==> src/rtl/adpll_pkg.sv <==
// Shared state/direction encodings and a counter-width helper for the ADPLL lock controller.
package adpll_pkg;

    typedef enum logic [1:0] {
        IDLE   = 2'd0,
        COARSE = 2'd1,
        FINE   = 2'd2,
        LOCKED = 2'd3
    } state_t;

    typedef enum logic [1:0] {
        DIR_NONE = 2'd0,
        DIR_UP   = 2'd1,
        DIR_DN   = 2'd2
    } dir_t;

    // Bits needed to hold the values 0..max_val.
    function automatic int cnt_w(input int max_val);
        return (max_val < 1) ? 1 : $clog2(max_val + 1);
    endfunction

endpackage

==> src/rtl/adpll_lock_controller_if.sv <==
// PFD-side inputs and DCO/status outputs of the lock controller; slave is the controller's view.
interface adpll_lock_controller_if #(
    parameter int CW_W    = 10,
    parameter int WIN_LEN = 16
);
    localparam int ERR_W = adpll_pkg::cnt_w(WIN_LEN) + 1;

    logic                    enable;
    logic                    up;
    logic                    dn;
    logic [CW_W-1:0]         dco_word;
    logic                    locked;
    logic [1:0]              state;
    logic                    win_done;
    logic signed [ERR_W-1:0] freq_err;

    modport master (
        output enable, up, dn,
        input  dco_word, locked, state, win_done, freq_err
    );

    modport slave (
        input  enable, up, dn,
        output dco_word, locked, state, win_done, freq_err
    );

endinterface

==> src/rtl/adpll_err_window.sv <==
// Integrates PFD up/dn over WIN_LEN-cycle windows; eval/diff are combinational on the last sample.
// No backpressure: one sample per clk, counters cleared whenever run is low.
module adpll_err_window import adpll_pkg::*; #(
    parameter int WIN_LEN = 16,
    parameter int CNT_W   = cnt_w(WIN_LEN),
    parameter int ERR_W   = CNT_W + 1
) (
    input  logic                    clk,
    input  logic                    reset,
    input  logic                    run,
    input  logic                    up,
    input  logic                    dn,
    output logic                    eval,
    output logic signed [ERR_W-1:0] diff
);
    localparam int WIN_W = cnt_w(WIN_LEN - 1);

    logic [WIN_W-1:0] win_cnt;
    logic [CNT_W-1:0] up_cnt;
    logic [CNT_W-1:0] dn_cnt;
    logic [CNT_W-1:0] up_tot;
    logic [CNT_W-1:0] dn_tot;

    // Totals fold in the current sample so the last cycle of a window is counted.
    always_comb begin
        up_tot = up_cnt + CNT_W'(up & ~dn);
        dn_tot = dn_cnt + CNT_W'(dn & ~up);
        eval   = run && (win_cnt == WIN_W'(WIN_LEN - 1));
        diff   = $signed({1'b0, up_tot}) - $signed({1'b0, dn_tot});
    end

    always_ff @(posedge clk or posedge reset) begin
        if (reset) begin
            win_cnt <= '0;
            up_cnt  <= '0;
            dn_cnt  <= '0;
        end else if (!run || eval) begin
            win_cnt <= '0;
            up_cnt  <= '0;
            dn_cnt  <= '0;
        end else begin
            win_cnt <= win_cnt + 1'b1;
            up_cnt  <= up_tot;
            dn_cnt  <= dn_tot;
        end
    end

endmodule

==> src/rtl/adpll_lock_controller.sv <==
// ADPLL acquisition FSM: coarse then fine DCO stepping per window, lock declare/drop; word updates 1 clk after a window's last sample.
// No backpressure. ADPLL_WARM_START_EN keeps dco_word when enable drops instead of reloading CW_INIT.
module adpll_lock_controller import adpll_pkg::*; #(
    parameter int CW_W        = 10,
    parameter int CW_INIT     = 512,
    parameter int WIN_LEN     = 16,
    parameter int COARSE_STEP = 16,
    parameter int FINE_STEP   = 1,
    parameter int REV_CNT     = 2,
    parameter int LOCK_TOL    = 1,
    parameter int LOCK_CNT    = 4,
    parameter int UNLOCK_TOL  = 6
) (
    input  logic                    clk,
    input  logic                    reset,
    adpll_lock_controller_if.slave  bus
);
    localparam int CNT_W = cnt_w(WIN_LEN);
    localparam int ERR_W = CNT_W + 1;
    localparam int REV_W = cnt_w(REV_CNT);
    localparam int QCT_W = cnt_w(LOCK_CNT);
    localparam logic [CW_W:0] C_STEP = (CW_W + 1)'(COARSE_STEP);
    localparam logic [CW_W:0] F_STEP = (CW_W + 1)'(FINE_STEP);
    localparam logic [CW_W:0] W_MAX  = {1'b0, {CW_W{1'b1}}};

    state_t                  state_q;
    dir_t                    last_dir;
    dir_t                    dir_now;
    logic [REV_W-1:0]        rev_cnt;
    logic [QCT_W-1:0]        quiet_cnt;
    logic [CW_W-1:0]         dco_word_q;
    logic [CW_W-1:0]         word_nxt;
    logic                    locked_q;
    logic                    win_done_q;
    logic signed [ERR_W-1:0] freq_err_q;
    logic                    eval;
    logic signed [ERR_W-1:0] diff;
    logic [CW_W:0]           step;
    logic [CW_W:0]           word_ext;
    logic [CW_W:0]           sum_up;
    int                      diff_i;
    int                      abs_i;
    logic                    rev_hit;
    logic                    quiet;

    adpll_err_window #(
        .WIN_LEN (WIN_LEN),
        .CNT_W   (CNT_W),
        .ERR_W   (ERR_W)
    ) u_win (
        .clk   (clk),
        .reset (reset),
        .run   (bus.enable && (state_q != IDLE)),
        .up    (bus.up),
        .dn    (bus.dn),
        .eval  (eval),
        .diff  (diff)
    );

    // Saturating word update; clamping never feeds back into reversal/quiet accounting.
    always_comb begin
        step     = (state_q == COARSE) ? C_STEP : F_STEP;
        word_ext = {1'b0, dco_word_q};
        sum_up   = word_ext + step;
        word_nxt = dco_word_q;
        if (diff > 0)
            word_nxt = (sum_up > W_MAX) ? {CW_W{1'b1}} : sum_up[CW_W-1:0];
        else if (diff < 0)
            word_nxt = (word_ext < step) ? '0 : dco_word_q - step[CW_W-1:0];

        diff_i  = int'(diff);
        abs_i   = (diff_i < 0) ? -diff_i : diff_i;
        quiet   = (abs_i <= LOCK_TOL);
        dir_now = (diff > 0) ? DIR_UP : ((diff < 0) ? DIR_DN : DIR_NONE);
        rev_hit = (last_dir != DIR_NONE) && (dir_now != DIR_NONE) && (dir_now != last_dir);
    end

    always_ff @(posedge clk or posedge reset) begin
        if (reset) begin
            state_q    <= IDLE;
            last_dir   <= DIR_NONE;
            rev_cnt    <= '0;
            quiet_cnt  <= '0;
            dco_word_q <= CW_W'(CW_INIT);
            locked_q   <= 1'b0;
            win_done_q <= 1'b0;
            freq_err_q <= '0;
        end else begin
            win_done_q <= 1'b0;
            if (!bus.enable) begin
                state_q   <= IDLE;
                locked_q  <= 1'b0;
                last_dir  <= DIR_NONE;
                rev_cnt   <= '0;
                quiet_cnt <= '0;
`ifndef ADPLL_WARM_START_EN
                dco_word_q <= CW_W'(CW_INIT);
`endif
            end else if (state_q == IDLE) begin
                state_q <= COARSE;
            end else if (eval) begin
                win_done_q <= 1'b1;
                freq_err_q <= diff;
                dco_word_q <= word_nxt;
                case (state_q)
                    COARSE: begin
                        if (rev_hit) begin
                            if (rev_cnt == REV_W'(REV_CNT - 1)) begin
                                state_q  <= FINE;
                                rev_cnt  <= '0;
                                last_dir <= DIR_NONE;
                            end else begin
                                rev_cnt  <= rev_cnt + 1'b1;
                                last_dir <= dir_now;
                            end
                        end else if (dir_now != DIR_NONE) begin
                            last_dir <= dir_now;
                        end
                    end
                    FINE: begin
                        if (!quiet) begin
                            quiet_cnt <= '0;
                        end else if (quiet_cnt == QCT_W'(LOCK_CNT - 1)) begin
                            state_q   <= LOCKED;
                            locked_q  <= 1'b1;
                            quiet_cnt <= '0;
                        end else begin
                            quiet_cnt <= quiet_cnt + 1'b1;
                        end
                    end
                    LOCKED: begin
                        if (abs_i > UNLOCK_TOL) begin
                            state_q   <= COARSE;
                            locked_q  <= 1'b0;
                            quiet_cnt <= '0;
                            rev_cnt   <= '0;
                        end
                    end
                    default: ;
                endcase
            end
        end
    end

    assign bus.dco_word = dco_word_q;
    assign bus.locked   = locked_q;
    assign bus.state    = state_q;
    assign bus.win_done = win_done_q;
    assign bus.freq_err = freq_err_q;

endmodule

==> src/flat_wrapper.sv <==
// flat-port wrapper written by rule: the top's interface ports become plain ports
module adpll_lock_controller_flat import adpll_pkg::*;
#(
    parameter int CW_W        = 10,
    parameter int CW_INIT     = 512,
    parameter int WIN_LEN     = 16,
    parameter int COARSE_STEP = 16,
    parameter int FINE_STEP   = 1,
    parameter int REV_CNT     = 2,
    parameter int LOCK_TOL    = 1,
    parameter int LOCK_CNT    = 4,
    parameter int UNLOCK_TOL  = 6
)
  (clk, reset, bus_enable, bus_up, bus_dn, bus_dco_word, bus_locked, bus_state, bus_win_done, bus_freq_err);
  adpll_lock_controller_if #(.CW_W(CW_W), .WIN_LEN(WIN_LEN)) bus_i ();
  input  logic clk;
  input  logic reset;
  input wire logic [$bits(bus_i.enable)-1:0] bus_enable;
  input wire logic [$bits(bus_i.up)-1:0] bus_up;
  input wire logic [$bits(bus_i.dn)-1:0] bus_dn;
  output wire logic [$bits(bus_i.dco_word)-1:0] bus_dco_word;
  output wire logic [$bits(bus_i.locked)-1:0] bus_locked;
  output wire logic [$bits(bus_i.state)-1:0] bus_state;
  output wire logic [$bits(bus_i.win_done)-1:0] bus_win_done;
  output wire logic [$bits(bus_i.freq_err)-1:0] bus_freq_err;
  assign bus_i.enable = bus_enable;
  assign bus_i.up = bus_up;
  assign bus_i.dn = bus_dn;
  assign bus_dco_word = bus_i.dco_word;
  assign bus_locked = bus_i.locked;
  assign bus_state = bus_i.state;
  assign bus_win_done = bus_i.win_done;
  assign bus_freq_err = bus_i.freq_err;
  adpll_lock_controller #(.CW_W(CW_W), .CW_INIT(CW_INIT), .WIN_LEN(WIN_LEN), .COARSE_STEP(COARSE_STEP), .FINE_STEP(FINE_STEP), .REV_CNT(REV_CNT), .LOCK_TOL(LOCK_TOL), .LOCK_CNT(LOCK_CNT), .UNLOCK_TOL(UNLOCK_TOL)) u_core (.clk(clk), .reset(reset), .bus(bus_i));
endmodule
==> config.mk <==
export PLATFORM = sky130hd
export DESIGN_NAME = adpll_lock_controller_flat
export DESIGN_NICKNAME = d
export VERILOG_FILES = /design/src/rtl/adpll_pkg.sv /design/src/rtl/adpll_lock_controller_if.sv /design/src/rtl/adpll_err_window.sv /design/src/rtl/adpll_lock_controller.sv /design/src/flat_wrapper.sv
export SDC_FILE = /design/constraint.sdc
export NUM_CORES = 1
export LEC_CHECK = 0
export ABC_AREA = 1
export BUFFER_PORTS_ARGS = -buffer_cell sky130_fd_sc_hd__buf_4
export CORE_UTILIZATION = 35
export DETAILED_ROUTE_END_ITERATION = 12
export HOLD_SLACK_MARGIN = 0.12
export PLACE_DENSITY = 0.57
export SLEW_MARGIN = 10
export SYNTH_ARGS = -nofsm -noshare
export SYNTH_HDL_FRONTEND = slang
export SYNTH_HIERARCHICAL = 1
export SYNTH_SLANG_ARGS = --single-unit
export TNS_END_PERCENT = 20
==> constraint.sdc <==
create_clock -name clk -period 3.3 [get_ports clk]
set_input_delay 0.66 -clock clk [delete_from_list [all_inputs] [get_ports clk]]
set_output_delay 0.66 -clock clk [all_outputs]
set_load 0.02 [all_outputs]
== Word level (Yosys, flattened, before mapping) ==
Cells that the tools add are included.
Widths: inputs -> output; s select.

* Register bits after elaboration: 41
* Input port bits: 5
* Output and inout port bits: 20
* Word-level logic and storage cells: 127

* $add $sub $neg: 9
* Magnitude comparators: 6
* Eq/ne operators: 25
* Mux-type cells: 54
* Bitwise gates (word level): 5
* Reductions and logical operators: 17

{| class="wikitable"
|+ Operators by type and width
! operator !! count
|-
| $mux 10 || 7
|-
| $mux 2 || 23
|-
| $gt 32x4->1 const B || 1
|-
| $le 32x2->1 const B || 1
|-
| $mux 32 || 1
|-
| $neg 6->32 || 1
|-
| $mux 3 || 6
|-
| $mux 5 || 3
|-
| $ne 3x1->1 const B || 5
|-
| $ne 3x2->1 const B || 4
|-
| $ne 4x2->1 const B || 3
|-
| $add 10x11->11 || 1
|-
| $gt 11x10->1 const B || 1
|-
| $lt 10x11->1 || 1
|-
| $add 5x5->5 || 2
|-
| $and 1x5->5 || 2
|-
| $not 1->5 || 2
|-
| $sub 10x10->10 || 1
|-
| $mux 1 || 9
|-
| $reduce_and 4->1 || 2
|-
| $reduce_and 7->1 || 1
|-
| $gt 6x1->1 const B || 1
|-
| $lt 6x1->1 const B || 1
|-
| $pmux 2 s3 || 1
|-
| other kinds (27) || 36
|}

== Logic depth before layout (Yosys ltp) ==
* Word-level depth: 15
* Depth in mapped cells: 25
* Depth with buffers taken out: 24

== Cells and area by module ==
Netlist, hierarchy kept.

{| class="wikitable"
|+ By module, submodules not included
! module !! times used !! cells each !! area each (um2) !! seq. area each (um2)
|-
| adpll_lock_controller || 1 || 309 || 2148.3 || 676.9
|-
| adpll_err_window || 1 || 99 || 844.6 || 350.3
|}

== Worst setup path before layout ==
Ideal clock, no wire load.

* Path type: in2reg
* Start point: in bus_up
* End point: reg u_core.state_q[0], in the netlist u_core/bus.state[0]
* Library setup time: 118 ps
* Data arrival time: 2980 ps
* Data required time: 3182 ps
* Setup slack: 202 ps
* Stages: 21
* Buffers on the path: 2
* Path through: inv_1 nor2_1 ha_1 ha_1 nor2_1 nor2_1 ha_1 a21oi_1 nand2_1 a21oi_1 nor2_1 nor2_1 buf_6 buf_6 nand3_1 nand2_2 nand3_4 a21oi_2 nand2_2 nand2_1 nand2_1

* Cells in the longest elaborated chain, start to end: 12
* Elaborated cells on any way between the ends: 22
* Classes of those cells: add/sub (4); order compare (4); eq/ne (4); mux (3); bitwise (3); reduce/logical (4)

{| class="wikitable"
|+ RTL lines
! element !! line !! text
|-
| start: declaration || flat_wrapper.sv:19 || <nowiki>input wire logic [$bits(bus_i.up)-1:0] bus_up;</nowiki>
|-
| $not 1->5 || adpll_err_window.sv:27 || <nowiki>dn_tot = dn_cnt + CNT_W'(dn & ~up);</nowiki>
|-
| $and 1x5->5 || adpll_err_window.sv:27 ||
|-
| $add 5x5->5 || adpll_err_window.sv:27 ||
|-
| $sub 5x5->6 (*) || adpll_err_window.sv:29 || <nowiki>diff = $signed({1'b0, up_tot}) - $signed({1'b0, dn_tot});</nowiki>
|-
| net u_core.diff[5] || adpll_lock_controller.sv:37 || <nowiki>logic signed [ERR_W-1:0] diff;</nowiki>
|-
| branches (longest 7 deep; another with $neg 6->32) || -- ||
|-
| $reduce_and 7->1 (no source line) (*) || -- ||
|-
| end signal: assignment || adpll_lock_controller.sv:80 || <nowiki>state_q <= IDLE;</nowiki>
|-
| end signal: assignment || adpll_lock_controller.sv:91 || <nowiki>state_q <= IDLE;</nowiki>
|-
| end signal: assignment || adpll_lock_controller.sv:100 || <nowiki>state_q <= COARSE;</nowiki>
|-
| end: declaration || adpll_lock_controller.sv:26 || <nowiki>state_t state_q;</nowiki>
|}

Mark *: on every way through the listed nets, which the timed path passes.
A chain may end at the register's enable or synchronous reset.

== Worst setup path in the final report ==
* Start point: in bus_dn
* End point: reg u_core.dco_word_q[7], in the netlist u_core/bus.dco_word[7]

* Cells in the longest elaborated chain, start to end: 9
* Elaborated cells on any way between the ends: 14
* Classes of those cells: add/sub (3); order compare (2); eq/ne (1); mux (4); bitwise (3); reduce/logical (1)

{| class="wikitable"
|+ RTL lines
! element !! line !! text
|-
| start: declaration || flat_wrapper.sv:20 || <nowiki>input wire logic [$bits(bus_i.dn)-1:0] bus_dn;</nowiki>
|-
| $not 1->5 || adpll_err_window.sv:26 || <nowiki>up_tot = up_cnt + CNT_W'(up & ~dn);</nowiki>
|-
| $and 1x5->5 || adpll_err_window.sv:26 ||
|-
| $add 5x5->5 || adpll_err_window.sv:26 ||
|-
| $sub 5x5->6 (*) || adpll_err_window.sv:29 ||
|-
| net u_core.diff[5] || adpll_lock_controller.sv:37 ||
|-
| $gt 6x1->1 || adpll_lock_controller.sv:66 || <nowiki>if (diff > 0)</nowiki>
|-
| $mux 10 || adpll_lock_controller.sv:66 ||
|-
| $mux 10 || adpll_lock_controller.sv:101 || <nowiki>end else if (eval) begin</nowiki>
|-
| $mux 10 || adpll_lock_controller.sv:99 || <nowiki>end else if (state_q == IDLE) begin</nowiki>
|-
| $mux 10 || adpll_lock_controller.sv:90 || <nowiki>if (!bus.enable) begin</nowiki>
|-
| end signal: assignment || adpll_lock_controller.sv:84 || <nowiki>dco_word_q <= CW_W'(CW_INIT);</nowiki>
|-
| end signal: assignment || adpll_lock_controller.sv:97 || <nowiki>dco_word_q <= CW_W'(CW_INIT);</nowiki>
|-
| end signal: assignment || adpll_lock_controller.sv:104 || <nowiki>dco_word_q <= word_nxt;</nowiki>
|-
| end: declaration || adpll_lock_controller.sv:31 || <nowiki>logic [CW_W-1:0] dco_word_q;</nowiki>
|}

Mark *: on every way through the listed nets, which the timed path passes. The rest lies on a longest branch. The select of a mux whose other input is x is not followed.

==> results.py <==
metrics = {
    "power_and_ir_drop": {
        "powerDensity_nw_per_um2": 514.0,
        "netSwitchingPower_w": 0.0007452,
        "power.clock.fraction": 0.229,
        "netSwitchingFraction": 0.4063,
        "power.leakage_nw": 1.888,
        "sequentialPowerShare": 0.316,
        "comb_power_share": 0.454,
        "maximum_vdd_ir_drop_mv": 0.2181,
        "post-layout-total-power_w": 0.001834,
        "internal_power_w": 0.001089,
    },
    "global_route": {
        "antenna_found_initial": 0,
        "grt_start_max_net_pins": 28,
        "gr-total-overflow": 0,
        "grt_pass1_wl_mm": 10.94,
        "via_count_of_the_first_global_routing_pass": 2449,
        "globalRouteTotalUtil": 0.1572,
    },
    "synth": {
        "synth.yosys.warnings": 6,
        "synthesis.area_um2": 2993,
        "ys_types": 37,
        "syn_inst": 408,
        "synth-seq-cells": 41,
        "synthTopCellsByArea": "sky130_fd_sc_hd__dfrtp_1 33%, sky130_fd_sc_hd__nand2_1 13%, sky130_fd_sc_hd__ha_1 9.6%",
        "async_flop_share": 1.000,
        "synthMuxAreaShare": 0,
        "synth-edff-count": 0,
        "main_combinational_cell_family_by_area_after_synthesis": "simple AND/OR/NAND/NOR gates",
        "ys_dominant_reg_cell": "sky130_fd_sc_hd__dfrtp_1",
        "area_share_of_the_largest_cell_type_after_synthesis": 0.3344,
        "synth_top_cell_by_area": "sky130_fd_sc_hd__dfrtp_1",
        "synth_xor_area_frac": 0.03219,
        "post_synth.cell_area_avg_um2": 7.335,
        "synth_seq_area_share": 0.3432,
        "post_synthesis_compound_gate_area_fraction": 0.08027,
        "mappedNetlistNets": 437,
        "yosys.area_share.adder": 0.1028,
        "synth_simple_gate_area_share": 0.3432,
    },
    "status": {
        "status": "completed",
    },
    "final_layout": {
        "most-common-layout-cells": "100 x sky130_fd_sc_hd__nand2_1, 54 x sky130_fd_sc_hd__inv_1, 42 x sky130_fd_sc_hd__buf_4",
        "final_layout_size_suffix_gt1_frac": 0.2296,
        "antenna_cells_inserted": 0,
        "area_delta_synth_final_pct": 19.23,
        "layout_commonest_cell": "sky130_fd_sc_hd__nand2_1",
        "finish.net_count": 481,
    },
    "clock_network": {
        "cts_setup_buffers": 0,
        "clkSlewWorstSetupHoldPaths_ns": 0.09,
        "postCtsHoldBufs": 0,
        "tritoncts.num_buffers": 5,
        "cts_repair_resize_count": 0,
        "cts_tree": "built",
        "cts.path.max_buffers": 2,
        "clkSinkCount": 41,
        "cts.root.buffer_cell": "sky130_fd_sc_hd__clkbuf_8",
        "cts.htree.levels": 2,
        "clk-insertion-delay-late_ns": 0.30,
    },
    "critical_path": {
        "reg2reg_setup_slack_ns": 0.42,
        "timing.critical_path.required_ns": 3.49,
        "worst-endpoint-arrival_ns": 3.23,
        "worst_setup_path_start_kind": "primary input",
        "path_max_fanout": 8,
        "criticalPathCategory": "primary input to flop",
        "worst_setup_path_end_kind": "flop",
        "slowest_delay_ns": 0.34,
        "cell_breakdown_of_the_critical_path": "buf_4 > inv_1 > nor2_1 > ha_1 > ha_2 > xnor2_2 > ha_1 > a21oi_1 > nand2_1 > a21oi_2 > nor2_1 > nor2_1 > buf_4 > inv_6 > nand4_4 > nand2_1 > nor2_4 > nand3_1 > nand3_1 > nand2_1",
        "critPathSlowestCell": "sky130_fd_sc_hd__ha_1",
    },
    "route": {
        "drtIter0Drc": 97,
        "drt-vias-per-instance": 4.651,
        "vias": 2595,
        "ant_nets": 0,
        "post-route-drc-count": 0,
        "wl_mm": 6.479,
        "wire_per_inst_um": 11.61,
        "drt_first_pass_iters": 4,
    },
    "sta": {
        "timing.final.hold_violations": 0,
        "fin_worst_skew_ns": 0.008950,
        "worst-slew-pin-transition_ns": 0.5728,
        "timing.final.max_slew_violations": 0,
        "grt_setup_unrepaired": "false",
        "maxClockFrequency_mhz": 329.1,
        "final_min_period_over_clock_period": 0.9207,
        "max_slew_margin": 0.6181,
        "setup_viol": 0,
        "setup_ws_ns": 0.2617,
        "fin_crit_ns": 3.038,
    },
    "floorplan": {
        "top_level_ports": 25,
        "placementRows": 33,
        "core_area_um2": 8258,
        "floorplan.initialDensity": 0.3624,
        "floorplan.die_area_um2": 8925,
        "fp.dieW_um": 94.47,
        "die_ht_um": 94.47,
    },
    "job": {
        "max_cap_viol_count": 0,
    },
    "placement": {
        "dp_slack_ns": -0.09764,
        "gpl.final_weighted_congestion": 0.8253,
        "dp.final_hpwl_mm": 5.003,
        "io_buffers": 24,
    },
    "min_path": {
        "hold_path_class": "primary input to async pin",
    },
}
cell usage after synthesis (3+ instances only):
master / n
sky130_fd_sc_hd__o21ai_0: 16
sky130_fd_sc_hd__ha_1: 23
sky130_fd_sc_hd__buf_2: 3
sky130_fd_sc_hd__o21ai_2: 4
sky130_fd_sc_hd__o21ai_1: 7
sky130_fd_sc_hd__nor2_1: 40
sky130_fd_sc_hd__a21oi_1: 11
sky130_fd_sc_hd__dfrtp_1: 40
sky130_fd_sc_hd__xnor2_1: 3
sky130_fd_sc_hd__inv_2: 10
sky130_fd_sc_hd__nand2_1: 101
sky130_fd_sc_hd__nor2_2: 4
sky130_fd_sc_hd__nand2_2: 12
sky130_fd_sc_hd__inv_1: 55
sky130_fd_sc_hd__nor3_1: 4
sky130_fd_sc_hd__nand4_1: 4
sky130_fd_sc_hd__nand3_1: 39
sky130_fd_sc_hd__xor2_1: 8
routing by layer:
metal,global-route usage,part of all wire,vias to the layer above
met1,0.1940,0.48,1171
met4,0.04167,0.0083,0
met2,0.2784,0.47,35
met5,0,0,-
met3,0.03060,0.039,5
li1,-,-,1384
power groups by stage:
stage	clock [W]	sequential [W]	combinational (W)
after floorplan	0	0.000601	0.000586
after global placement	0	0.000589	0.000804
after detailed placement	0	0.000590	0.000810
after CTS	0.000439	0.000581	0.000815
after global routing	0.000463	0.000588	0.000941
final	0.000421	0.000580	0.000833
layout make-up:
type	count	area [um2]
clock buffers	5	68.82
fillers	838	4690
repair buffers	43	326.6
well taps	105	131.4
multi-input cells	295	1715
inverters	66	252.7
flip-flops and latches	41	1027
clock inverters	3	46.29
cells by family (layout without fill, tap and decap cells):
kind of cell | count (synthesis) | after routing
simple gates | 217 | 217
buf+inv | 72 | 117
compound gates | 43 | 43
flops | 41 | 41
fa+ha+maj | 24 | 24
xor+xnor | 11 | 11
worst paths after layout:
kind                                              startpoint  depth (start not counted)                                 end
setup / recovery                                      bus_dn                         20  u_core/bus.dco_word[7]$_DFFE_PP0P_
hold / removal                                         reset                          2   u_core/u_win/win_cnt[0]$_DFF_PP0_
max in group asynchronous                              reset                          3  u_core/bus.dco_word[9]$_DFFE_PP1P_
hold reg to reg            u_core/u_win/win_cnt[0]$_DFF_PP0_                          1   u_core/u_win/win_cnt[0]$_DFF_PP0_
setup reg to reg            u_core/u_win/dn_cnt[0]$_DFF_PP0_                         17  u_core/bus.dco_word[7]$_DFFE_PP0P_
min in group clk           u_core/u_win/win_cnt[0]$_DFF_PP0_                          1   u_core/u_win/win_cnt[0]$_DFF_PP0_
registers in the layout, indices dropped and copies added, names as in the netlist, 2 cells and up:
signal,flops
u_core/last_dir,2
u_core/bus.dco_word,10
u_core/u_win/dn_cnt,5
u_core/bus.freq_err,6
u_core/u_win/win_cnt,4
u_core/rev_cnt,2
u_core/u_win/up_cnt,5
u_core/bus.state,2
u_core/quiet_cnt,3
critical path: cells and delay by family:
| family | cells | cell delay [ns] |
|---|---|---|
| simple gates | 10 | 1.02 |
| fa+ha+maj | 3 | 0.73 |
| buf+inv | 4 | 0.37 |
| compound gates | 2 | 0.28 |
| xor+xnor | 1 | 0.14 |
metrics by stage:
step	utilization	instances	instance area (um2)	hold WS (ns)	setup TNS [ns]
after floorplan	-	408	2993	0.4331	0
after global placement	0.4124	550	3406	0.4478	-0.3944
after detailed placement	0.4124	550	3406	0.4544	-0.8085
after CTS	0.4264	558	3521	0.4076	0
after global routing	0.4321	558	3568	0.4541	0
final	0.4321	558	3568	0.3987	0
Note: power is estimated with default switching activity, not from simulation.
